## config.mk

```make
export PLATFORM = sky130hd
export DESIGN_NAME = serial_tx
export DESIGN_NICKNAME = d
export VERILOG_FILES = /design/src/rtl/serial_bus_pkg.sv /design/src/rtl/bit_timer.sv /design/src/rtl/serial_tx.sv
export SDC_FILE = /design/constraint.sdc
export NUM_CORES = 1
export LEC_CHECK = 0
export BUFFER_PORTS_ARGS = -buffer_cell sky130_fd_sc_hd__buf_4
export CAP_MARGIN = 40
export CORE_UTILIZATION = 50
export DETAILED_ROUTE_END_ITERATION = 6
export GPL_TIMING_DRIVEN = 1
export PLACE_DENSITY = 0.81
export SETUP_SLACK_MARGIN = 0.1
export SKIP_LAST_GASP = 1
export SYNTH_ARGS = -nofsm -noshare
export SYNTH_HDL_FRONTEND = slang
export SYNTH_SLANG_ARGS = --single-unit
```

## constraint.sdc

```tcl
create_clock -name clk -period 2.4 [get_ports clk]
set_input_delay 0.12 -clock clk [delete_from_list [all_inputs] [get_ports clk]]
set_output_delay 0.12 -clock clk [all_outputs]
set_load 0.05 [all_outputs]
```

## src/rtl/serial_bus_pkg.sv

```systemverilog
//============================================================================
// Module   : serial_bus_pkg
// Shared encodings and line-level constants for the serial system bus.
// Revision : 1.0
//============================================================================
`default_nettype none

package serial_bus_pkg;

    typedef enum logic [2:0] {
        IDLE   = 3'd0,
        START  = 3'd1,
        DATA   = 3'd2,
        PARITY = 3'd3,
        STOP   = 3'd4
    } state_e;

    localparam int   FRAME_OVERHEAD_BITS = 3;
    localparam logic IDLE_LEVEL          = 1'b1;

endpackage

`default_nettype wire

```

## src/rtl/bit_timer.sv

```systemverilog
//============================================================================
// Module   : bit_timer
// Free-running bit-period counter; tick marks the last cycle of each period.
// Revision : 1.0
//============================================================================
`default_nettype none

module bit_timer #(
    parameter int CLKS_PER_BIT = 4
) (
    input  logic clk,
    input  logic rstn,
    input  logic clr,
    output logic tick
);

    localparam int                 c_CNT_W = $clog2(CLKS_PER_BIT);
    localparam logic [c_CNT_W-1:0] c_LAST  = c_CNT_W'(CLKS_PER_BIT - 1);
    localparam logic [c_CNT_W-1:0] c_ONE   = c_CNT_W'(1);

    logic [c_CNT_W-1:0] cnt_q;

    // Wrapping on tick doubles as the clear on every state entry after START.
    always_ff @(posedge clk) begin
        if (!rstn || clr || tick) begin
            cnt_q <= '0;
        end else begin
            cnt_q <= cnt_q + c_ONE;
        end
    end

    assign tick = (cnt_q == c_LAST);

endmodule

`default_nettype wire

```

## src/rtl/serial_tx.sv

```systemverilog
//============================================================================
// Module   : serial_tx
// Framed parallel-to-serial transmitter: start, LSB-first data, even parity, stop.
// Revision : 1.0
//============================================================================
`default_nettype none

module serial_tx
    import serial_bus_pkg::*;
#(
    parameter int DATA_WIDTH   = 8,
    parameter int CLKS_PER_BIT = 4
) (
    input  logic                  clk,
    input  logic                  rstn,
    input  logic                  en,
    input  logic                  fifo_empty,
    input  logic [DATA_WIDTH-1:0] fifo_data,
    output logic                  fifo_deq,
    output logic                  tx,
    output logic                  busy,
    output logic                  frame_done
);

    localparam int               c_IDX_W    = $clog2(DATA_WIDTH);
    localparam logic [c_IDX_W-1:0] c_LAST_IDX = c_IDX_W'(DATA_WIDTH - 1);
    localparam logic [c_IDX_W-1:0] c_IDX_ONE  = c_IDX_W'(1);

    state_e                state_q;
    logic [DATA_WIDTH-1:0] shift_q;
    logic                  parity_q;
    logic [c_IDX_W-1:0]    bit_idx_q;
    logic                  tx_q;
    logic                  frame_done_q;
    logic                  tick;
    logic                  start;

    bit_timer #(
        .CLKS_PER_BIT(CLKS_PER_BIT)
    ) u_bit_timer (
        .clk (clk),
        .rstn(rstn),
        .clr (state_q == IDLE),
        .tick(tick)
    );

    // A new frame may begin in the last stop cycle so back-to-back frames have no gap.
    assign start = rstn & en & ~fifo_empty &
                   ((state_q == IDLE) | ((state_q == STOP) & tick));

    always_ff @(posedge clk) begin
        if (!rstn) begin
            state_q      <= IDLE;
            shift_q      <= '0;
            parity_q     <= 1'b0;
            bit_idx_q    <= '0;
            tx_q         <= IDLE_LEVEL;
            frame_done_q <= 1'b0;
        end else begin
            frame_done_q <= (state_q == STOP) && tick;
            if (start) begin
                shift_q   <= fifo_data;
                parity_q  <= ^fifo_data;
                bit_idx_q <= '0;
                state_q   <= START;
                tx_q      <= 1'b0;
            end else begin
                case (state_q)
                    START: if (tick) begin
                        state_q   <= DATA;
                        bit_idx_q <= '0;
                        tx_q      <= shift_q[0];
                    end
                    DATA: if (tick) begin
                        if (bit_idx_q == c_LAST_IDX) begin
                            state_q <= PARITY;
                            tx_q    <= parity_q;
                        end else begin
                            bit_idx_q <= bit_idx_q + c_IDX_ONE;
                            shift_q   <= {1'b0, shift_q[DATA_WIDTH-1:1]};
                            tx_q      <= shift_q[1];
                        end
                    end
                    PARITY: if (tick) begin
                        state_q <= STOP;
                        tx_q    <= IDLE_LEVEL;
                    end
                    STOP: if (tick) begin
                        state_q <= IDLE;
                    end
                    IDLE: ;
                    default: state_q <= IDLE;
                endcase
            end
        end
    end

    assign fifo_deq   = start;
    assign tx         = tx_q;
    assign busy       = (state_q != IDLE);
    assign frame_done = frame_done_q;

endmodule

`default_nettype wire
```

==> flow_metrics.env <==
export IMPL_viasPerCell=5.523
export IMPL_p_leak_nw=0.4149
export IMPL_yosys_warnings=0
export IMPL_endpoint_kind="flop"
export IMPL_synth_area_top_cells="dfxtp_1 (40%), xnor2_1 (6.4%), nand2_1 (6.3%)"
export IMPL_syn_area_per_cell_um2=8.612
export IMPL_synth_commonest_cells="dfxtp_1 (19), nand2_1 (16), nor2_1 (8)"
export IMPL_synth_edff_count=0
export IMPL_antenna_cells=0
export IMPL_seqPwrFrac_pct=56.5
export IMPL_portBuffers=15
export IMPL_drtAntennaViolNets=0
export IMPL_synth_ff_type="dfxtp_1"
export IMPL_max_vdd_ir_drop_mv=0.3970
export IMPL_p_per_area_mw_per_mm2=541.2
export IMPL_synthCells=111
export IMPL_yosysMostFrequentCell="dfxtp_1"
export IMPL_start_util_pct=54.18
export IMPL_fin_nets=142
export IMPL_htreeDepth=1
export IMPL_worstHoldPathType="in2reg"
export IMPL_critical_path_buf_inv_count=0
export IMPL_switching_share_pct=26.29
export IMPL_rsz0062_at_grt="no"
export IMPL_synth_area_um2=955.9
export IMPL_drt_wirelength_per_cell_um=12.81
export IMPL_wl_um=1934
export IMPL_fin_crit_ps=1991
export IMPL_vias=834
export IMPL_required_ps=2650
export IMPL_layout_drive_gt1_share_pct=19.05
export IMPL_synth_seq_cells=19
export IMPL_drt_initial_drc_count=12
export IMPL_first_global_vias=809
export IMPL_dieWidth_um=45.73
export IMPL_worst_slew_pin_slew_ps=467.4
export IMPL_yosysSeqAreaShare_pct=39.79
export IMPL_fp_dieH_um=45.73
export IMPL_max_clock_freq_ghz=0.5023
export IMPL_synth_top_area_share_pct=39.79
export IMPL_tns_ps=0
export IMPL_die_area_mm2=0.002091
export IMPL_finalWeightedCongestion=0.7790
export IMPL_skew_ps=1.998
export IMPL_status="complete, no violations"
export IMPL_antenna_found_initial=0
export IMPL_clock_sinks=19
export IMPL_io_pins=16
export IMPL_post_cts_resized=0
export IMPL_final_max_slew_viol_count=0
export IMPL_overflow=0
export IMPL_post_route_period_util_pct=82.95
export IMPL_p_switching_uw=157.0
export IMPL_crit_path_cell_trace="ha_1 > ha_1 > or3b_1 > or2_0 > mux2_2 > nor2_2"
export IMPL_p_comb_share_pct=16.3
export IMPL_grt_max_degree=16
export IMPL_hold_buffers=0
export IMPL_grt_usage_pct=22.88
export IMPL_hold_slack_ps=85.89
export IMPL_dpl_hpwl_um=1418
export IMPL_cts_tree="yes"
export IMPL_cts_buffer_depth=2
export IMPL_cp_slowest_stage_delay_ps=400
export IMPL_critPathLaunchType="flop"
export IMPL_drt_pre_antenna_iters=6
export IMPL_cts_buffers_inserted=3
export IMPL_p_clk_share_pct=27.2
export IMPL_yosys_area_top_type="dfxtp_1"
export IMPL_cp_slowest_cell="or3b_1"
export IMPL_clkTransAtPathRegs_ps=100
export IMPL_rows=15
export IMPL_finalHoldViolCount=0
export IMPL_intPower_uw=440.2
export IMPL_clk_latency_ps=300
export IMPL_cap_violations=0
export IMPL_crit_path_max_fanout=9
export IMPL_clockRootBuffer="clkbuf_4"
export IMPL_syn2layout_area_growth_pct=15.45
export IMPL_cpMostUsedCell="ha_1"
export IMPL_grt_pass1_wl_um=3367
export IMPL_drcViolationCount=0
export IMPL_report_power_total_uw=597.3
export IMPL_synthArstFlopShare_pct=0
export IMPL_coreArea_mm2=0.001764
export IMPL_crit_type="reg2reg"
export IMPL_critPathTopFamily="simple AND/OR/NAND/NOR gates"
export IMPL_synth_fp_nets=126
export IMPL_finalSetupViolations=0
export IMPL_cp_arrival_ps=2240
export IMPL_relSlewSlack_pct=68.72
export IMPL_synth_cell_types=32
export IMPL_fin_util_pct=62.55
export IMPL_cts_setup_buffers=0
through the flow:
step / cells / setup slack (ps) / cell area (um^2)
floorplan: 111 / 415.7 / 955.9
global placement: 144 / 505.2 / 1055
detailed placement: 144 / 442.1 / 1055
CTS: 148 / 186.1 / 1081
global route: 151 / 321.5 / 1104
finish: 151 / 409.3 / 1104
layout by cell type, fill, tap and decap left out:
master	count
nor3b_1	1
o211ai_1	1
a211o_1	1
nand4b_1	2
clkbuf_4	3
mux2i_1	3
nor2_2	1
or2_0	1
dfxtp_1	19
nor4b_1	1
and2_1	3
xor2_1	1
o22ai_1	1
nand2b_1	2
mux2_2	1
a31oi_1	5
nor3_1	1
a22oi_1	2
xnor2_1	7
a21oi_1	7
nand3_1	3
clkbuf_1	1
or2b_1	2
nor2_1	8
o21ai_0	7
ha_1	3
inv_1	1
nand2_1	16
or3b_1	1
or3_2	1
and4b_1	2
buf_4	18
cell type report:
cell class                      count  area (um^2)
Fill cell                         167        660.6
Multi-Input combinational cell     84        526.8
Timing Repair Buffer               18        135.1
Clock buffer                        4        26.28
Inverter                            1        3.754
Tap cell                           25        31.28
Sequential cell                    19        380.4
registers in the layout, summed over array words and instances (netlist names):
register and cells:
shift_q 8, bit_idx_q 3, state_q 3, u_bit_timer.cnt_q 2, frame_done 1, parity_q 1, tx 1
power by group through the flow:
stage               sequential, mW  combinational, mW  clock [mW]
global route                 0.340              0.106       0.178
CTS                          0.337             0.0929       0.165
floorplan                    0.345             0.0622           0
detailed placement           0.344             0.0925           0
global placement             0.344             0.0902           0
finish                       0.337             0.0973       0.163
cells by family (layout without fill, tap and decap cells):
logic type / Yosys count / count (layout) / synth area share (%)
buffers and inverters: 8 / 23 / 5.104
muxes: 4 / 4 / 4.319
and+or+nand+nor: 45 / 45 / 25.00
AOI/OAI and AO/OA: 24 / 24 / 14.53
adders and majority gates: 3 / 3 / 3.927
DFF: 19 / 19 / 39.79
xor gates and xnor gates: 8 / 8 / 7.330
worst register-to-register path, cell delays in order, from the launching register on:
cell and delay [ps]:
dfxtp_1 330, ha_1 200, ha_1 210, or3b_1 400
or2_0 380, mux2_2 340, nor2_2 70
layer usage:
layer | track usage, % | vias up | routed length (um)
met5 | 0 | - | 0
met4 | 14.12 | 0 | 42
met3 | 2.778 | 6 | 70
met2 | 39.71 | 25 | 932
met1 | 26.47 | 384 | 889
li1 | - | 419 | -
path summary, 6_finish.rpt:
kind | startpoint | endpoint | slack, ps | cells past startpoint
setup / recovery | bit_idx_q[0]$_SDFFE_PP0P_ | bit_idx_q[0]$_SDFFE_PP0P_ | 410 | 6
hold / removal | rstn | tx$_SDFFE_PN1P_ | 90 | 2
setup reg to reg | bit_idx_q[0]$_SDFFE_PP0P_ | bit_idx_q[0]$_SDFFE_PP0P_ | 410 | 6
hold reg to reg | u_bit_timer.cnt_q[0]$_SDFF_PP0_ | u_bit_timer.cnt_q[0]$_SDFF_PP0_ | 440 | 1
Power figures use the tool's default switching activity.
